<file path="config.mk">
export PLATFORM = sky130hd
export DESIGN_NAME = axis_matrix_streamer
export DESIGN_NICKNAME = d
export VERILOG_FILES = /design/src/rtl/axis_matrix_streamer.sv
export SDC_FILE = /design/constraint.sdc
export NUM_CORES = 1
export LEC_CHECK = 0
export ABC_AREA = 1
export CAP_MARGIN = 20
export CORE_MARGIN = 4
export CORE_UTILIZATION = 52
export DETAILED_ROUTE_END_ITERATION = 10
export GPL_ROUTABILITY_DRIVEN = 0
export PLACE_DENSITY = 0.81
export REMOVE_ABC_BUFFERS = 1
export SYNTH_ARGS = -nofsm -noshare
export SYNTH_HDL_FRONTEND = slang
export SYNTH_SLANG_ARGS = --single-unit
</file>
<file path="constraint.sdc">
create_clock -name axi_clk -period 2.2 [get_ports axi_clk]
set_clock_uncertainty 0.05 [all_clocks]
set_input_delay 0.55 -clock axi_clk [delete_from_list [all_inputs] [get_ports axi_clk]]
set_output_delay 0.55 -clock axi_clk [all_outputs]
set_load 0.005 [all_outputs]
</file>
<file path="src/rtl/axis_matrix_streamer.sv">
// axis_matrix_streamer
//   Host-side AXI4-Stream partner of the systolic-array accelerator.
//   Operand matrices A and B are held in local registers and written
//   through a small configuration port.
//   On start, the block streams ROWS beats of {A[k], B[k]} to the
//   accelerator. It then waits for the single result beat, or gives
//   up after TIMEOUT_CYC idle cycles.
//   Optional feature macro: MATSTREAM_TLAST_EN. It adds the ports
//   m_axis_last and s_axis_last, and with it only a result beat
//   carrying last=1 is captured.
module axis_matrix_streamer #(
  parameter int ROWS        = 4,
  parameter int LANE_W      = 32,
  parameter int RES_W       = 128,
  parameter int TIMEOUT_CYC = 255
) (
  input  logic                    axi_clk,
  input  logic                    axi_rst_n,
  input  logic                    cfg_we,
  input  logic                    cfg_sel,
  input  logic [$clog2(ROWS)-1:0] cfg_addr,
  input  logic [LANE_W-1:0]       cfg_wdata,
  input  logic                    start,
  output logic                    busy,
  output logic                    done,
  output logic                    timeout,
  output logic [RES_W-1:0]        res_data,
  output logic                    m_axis_valid,
  output logic [2*LANE_W-1:0]     m_axis_data,
  input  logic                    m_axis_ready,
`ifdef MATSTREAM_TLAST_EN
  output logic                    m_axis_last,
  input  logic                    s_axis_last,
`endif
  input  logic                    s_axis_valid,
  input  logic [RES_W-1:0]        s_axis_data,
  output logic                    s_axis_ready
);

  localparam int            AW       = $clog2(ROWS);
  localparam logic [AW-1:0] LAST_K   = AW'(ROWS - 1);
  localparam logic [AW:0]   ROWS_EXT = (AW + 1)'(ROWS);
  localparam logic [7:0]    TO_LIM   = 8'(TIMEOUT_CYC);

  typedef enum logic [1:0] {
    IDLE,
    SEND,
    WAIT_RES
  } state_t;

  state_t              state;
  logic [LANE_W-1:0]   a_mem [ROWS];
  logic [LANE_W-1:0]   b_mem [ROWS];
  logic [AW-1:0]       k;
  logic [7:0]          wait_cnt;

  logic                wr_en;
  logic                res_capture;
  logic [AW-1:0]       k_inc;
  logic [7:0]          wait_inc;
  logic [LANE_W-1:0]   a0_fwd;
  logic [LANE_W-1:0]   b0_fwd;

  // Operands may only change while idle, so a transfer always sees a frozen matrix.
  assign wr_en    = cfg_we && (state == IDLE) && ({1'b0, cfg_addr} < ROWS_EXT);
  assign k_inc    = k + 1'b1;
  assign wait_inc = wait_cnt + 8'd1;

`ifdef MATSTREAM_TLAST_EN
  assign res_capture = s_axis_valid && s_axis_last;
`else
  assign res_capture = s_axis_valid;
`endif

  // Forward a same-cycle write of lane 0 so that a start issued together with it sends the new value.
  always_comb begin
    a0_fwd = a_mem[0];
    b0_fwd = b_mem[0];
    if (wr_en && (cfg_addr == '0)) begin
      if (cfg_sel) b0_fwd = cfg_wdata;
      else         a0_fwd = cfg_wdata;
    end
  end

  // Operand register file: one A row or B column written per strobe.
  always_ff @(posedge axi_clk or negedge axi_rst_n) begin
    if (!axi_rst_n) begin
      for (int i = 0; i < ROWS; i++) begin
        a_mem[i] <= '0;
        b_mem[i] <= '0;
      end
    end else if (wr_en) begin
      if (cfg_sel) b_mem[cfg_addr] <= cfg_wdata;
      else         a_mem[cfg_addr] <= cfg_wdata;
    end
  end

  // Transfer FSM with registered stream/status outputs.
  always_ff @(posedge axi_clk or negedge axi_rst_n) begin
    if (!axi_rst_n) begin
      state        <= IDLE;
      k            <= '0;
      wait_cnt     <= '0;
      busy         <= 1'b0;
      done         <= 1'b0;
      timeout      <= 1'b0;
      res_data     <= '0;
      m_axis_valid <= 1'b0;
      m_axis_data  <= '0;
      s_axis_ready <= 1'b0;
    end else begin
      case (state)
        IDLE: begin
          if (start) begin
            state        <= SEND;
            busy         <= 1'b1;
            done         <= 1'b0;
            timeout      <= 1'b0;
            k            <= '0;
            wait_cnt     <= '0;
            m_axis_valid <= 1'b1;
            m_axis_data  <= {a0_fwd, b0_fwd};
          end
        end
        SEND: begin
          if (m_axis_valid && m_axis_ready) begin
            if (k == LAST_K) begin
              m_axis_valid <= 1'b0;
              s_axis_ready <= 1'b1;
              wait_cnt     <= '0;
              state        <= WAIT_RES;
            end else begin
              k           <= k_inc;
              m_axis_data <= {a_mem[k_inc], b_mem[k_inc]};
            end
          end
        end
        WAIT_RES: begin
          if (res_capture) begin
            res_data     <= s_axis_data;
            done         <= 1'b1;
            busy         <= 1'b0;
            s_axis_ready <= 1'b0;
            state        <= IDLE;
          end else begin
            wait_cnt <= wait_inc;
            if (wait_inc == TO_LIM) begin
              timeout      <= 1'b1;
              done         <= 1'b1;
              busy         <= 1'b0;
              s_axis_ready <= 1'b0;
              state        <= IDLE;
            end
          end
        end
        default: begin
          state        <= IDLE;
          busy         <= 1'b0;
          m_axis_valid <= 1'b0;
          s_axis_ready <= 1'b0;
        end
      endcase
    end
  end

`ifdef MATSTREAM_TLAST_EN
  // Last-beat flag travels with the final beat and holds with it under backpressure.
  always_ff @(posedge axi_clk or negedge axi_rst_n) begin
    if (!axi_rst_n) begin
      m_axis_last <= 1'b0;
    end else if ((state == IDLE) && start) begin
      m_axis_last <= (LAST_K == '0);
    end else if ((state == SEND) && m_axis_valid && m_axis_ready) begin
      m_axis_last <= (k != LAST_K) && (k_inc == LAST_K);
    end
  end
`endif

endmodule

</file>
==> results.md <==
* Total number of clock tree sinks at 465
* CP Class: reg -> out
* Routed Antenna Nets at 0
* Starting Density at between 50% and 60%
* Vias post-DR at roughly 17000
* Worst-margin pin slew at 1090 ps
* Detailed Route WL at 61.4 mm
* Die Y at slightly above 200 um
* Number of DRC markers in iteration 0 at between 1500 and 2000
* Fin nets at 2521
* Crit path largest cell delay at 620 ps
* Leak at 12.5 nW
* Initial antenna violation count at 16
* Critical Path RT at 1600 ps
* Die ar. at 40900 um^2
* # setup viols final at 0
* WP buf/inv at 1
* Yosys reg bits at 465
* Core area at 36900 um^2
* Worst-Skew Late Latency at just under 600 ps
* Total track usage at 29.4%
* CTS tree: yes
* Worst path slowest cell: clkdlybuf4s50_1
* DRC errors left at 0
* H-tree Lvls at 2
* Hold_sp: busy$_DFFE_PN0P_
* Layout area overhead at 32.3%
* Worst-path maximum fanout at 2
* Layout Utilization at 70.3%
* Top FF cell, synth: dfrtp_1
* Reg clk slew, reported paths at 60 ps
* Largest net degree at the start of global routing at 72
* Seq/Total Area, Yosys at 59.4%
* Crit-path leading delay family: buffers and inverters
* Die W at 202 um
* Ys Warns at 0
* Share of cells above drive strength 1 at a little under a tenth
* Tcrit/Tclk final at 97.8%
* Reg2reg start: state[0]$_DFFE_PN0P_
* Max-slew headroom at 27.2%
* Syn_area_per_cell at 9.84 um^2
* First-pass GRT wire length at 95.8 mm
* Placed cells at 2798
* I/O pin count at ~370
* Via density at 5.77
* Worst Hold Class: reg -> reg
* Minimum clock period at about 2200 ps
* Routed length per instance at approximately 21 um
* PD cells at around 680 nW/um^2
* Cell variety after synth at 29
* Number of port buffers at 365
* Status: finished, final reports clean
* Synth Instances at about 2000
* Start point of the critical path: m_axis_data[47]$_DFFE_PN0P_
* MaxCap Viol Count at 0
* Post-synth EDFFs at 0
* Non-Filler Instances at 2912
* RSZ-0062 raised after global routing: no
* Drt first pass iters at 6
* Vias in the first global route at 17000
* Final Hold Viols at 0
* Total Power at around 18 mW
* CP Cell Sequence: clkdlybuf4s50_1
* Worst setup EP type: primary output
* Clock tree buffer depth at 3
* Mapped cell area at 19600 um^2
* Arr. time, crit path at roughly 1600 ps
* Final-layout fill cell count at 2584
* Placement row count at 70
* DPL Wire Length at about 40 mm
* CTS buffer count at 48
* Max IR drop VDD at 0.464 mV
* Root buffer cell: clkbuf_16
* Worst setup SP type: flip-flop
* Post-synth ARST share at 100%
* Setup TNS Final at 0 ps
* Max Freq at about 460 MHz
* Pins over their slew limit at 0
* Grt ovf at 0
[layout by cell type, fill, tap and decap left out, types with 3 or more instances in the layout]
cell type,netlist,layout
inv_2,9,10
clkinv_2,0,7
mux2_1,100,100
buf_4,0,47
diode_2,0,19
nor2_1,374,374
a21oi_1,192,192
nor3_4,6,6
o21ai_0,301,301
nand2_4,3,4
inv_6,0,3
nand2_1,122,121
dfrtp_1,465,464
nand2_2,4,4
bufinv_16,0,4
nand4_1,3,3
nand3_1,8,8
o21ai_1,97,97
mux2_2,28,28
clkbuf_8,0,15
o221ai_1,3,3
nor2_4,6,6
buf_12,0,26
clkbuf_16,0,49
o211ai_1,4,4
clkdlybuf4s50_1,0,363
buf_6,4,4
inv_1,61,59
o22ai_1,60,60
clkbuf_1,53,12
[final timing paths]
kind	end	slack (ps)	depth (start not counted)
max in group asynchronous	a_mem[25]$_DFFE_PN0P_	890	3
max reg2reg	b_mem[54]$_DFFE_PN0P_	120	9
min	busy$_DFFE_PN0P_	420	2
min in group asynchronous	res_data[80]$_DFFE_PN0P_	460	2
max	m_axis_data[47]	50	1
min reg2reg	busy$_DFFE_PN0P_	420	2
[logic make-up (layout without fill, tap and decap cells)]
family | count (synthesis) | after routing | synth area share, %
compound gates | 659 | 659 | 17.3
fa+ha+maj | 3 | 3 | 0.192
buf+inv | 207 | 604 | 4.60
flops | 465 | 465 | 59.4
mux | 128 | 128 | 7.36
other cells | 0 | 19 | 0
simple gates | 529 | 530 | 11.1
[registers in the layout (all words and copies together), names as in the netlist]
register	flops
a_mem	128
b_mem	128
res_data	128
m_axis_data	64
wait_cnt	8
k	2
state	2
busy	1
done	1
m_axis_valid	1
s_axis_ready	1
timeout	1
[cells in the mapped netlist (4+ instances only)]
master	number	share of area, %
nor2_4	6	0.34
buf_2	72	1.8
nor3_4	6	0.50
inv_2	9	0.17
o22ai_1	60	1.9
buf_1	4	0.077
dfrtp_1	465	59
clkbuf_2	4	0.10
nand2_1	122	2.3
mux2_2	28	1.6
o21ai_1	97	2.5
clkbuf_1	53	1.0
o211ai_1	4	0.15
inv_1	61	1.2
nand3_1	8	0.20
nand2_2	4	0.13
a21oi_1	192	4.9
buf_6	4	0.23
mux2_1	100	5.7
nor2_1	374	7.2
o21ai_0	301	7.7
[power breakdown]
group,switching (mW),internal [mW]
Clock,3.36,5.08
Combinational,0.314,0.307
Sequential,0,8.55
[layout make-up]
cell class                      count  area (um^2)  share of cell area, %
Antenna cell                       19         47.5                  0.183
Sequential cell                   465        11600                   44.9
Inverter                           70          268                   1.03
Timing Repair Buffer              444         4600                   17.8
Clock buffer                       76         1480                   5.70
Multi-Input combinational cell   1320         7070                   27.3
Tap cell                          504          631                   2.43
Clock inverter                     14          180                  0.695
[layer usage]
layer  track usage (%)  wire, um  share of wire (%)
met1              37.5     23000                 38
met2              48.7     30400                 50
met3              5.81      5400                8.8
met4              13.9      2570                4.2
met5                 0         0                  0
[through the flow]
stage          setup WS (ps)  area, um^2  hold slack, ps
2_1_floorplan          -2680       19000             204
3_3_place_gp           -93.6       24200             414
3_5_place_dp            -187       24200             413
4_1_cts                0.651       25800             428
5_1_grt                 8.62       25900             451
6_report                48.7       25900             421
[timing repair]
item	in CTS	in global routing
pin swaps	1	1
setup buffers	0	3
hold buffers	1	0
gates resized for setup	1	8
endpoints found under the hold margin	33	0
setup endpoints to repair	70	70
gates cloned	1	0
Power figures use the tool's default switching activity.
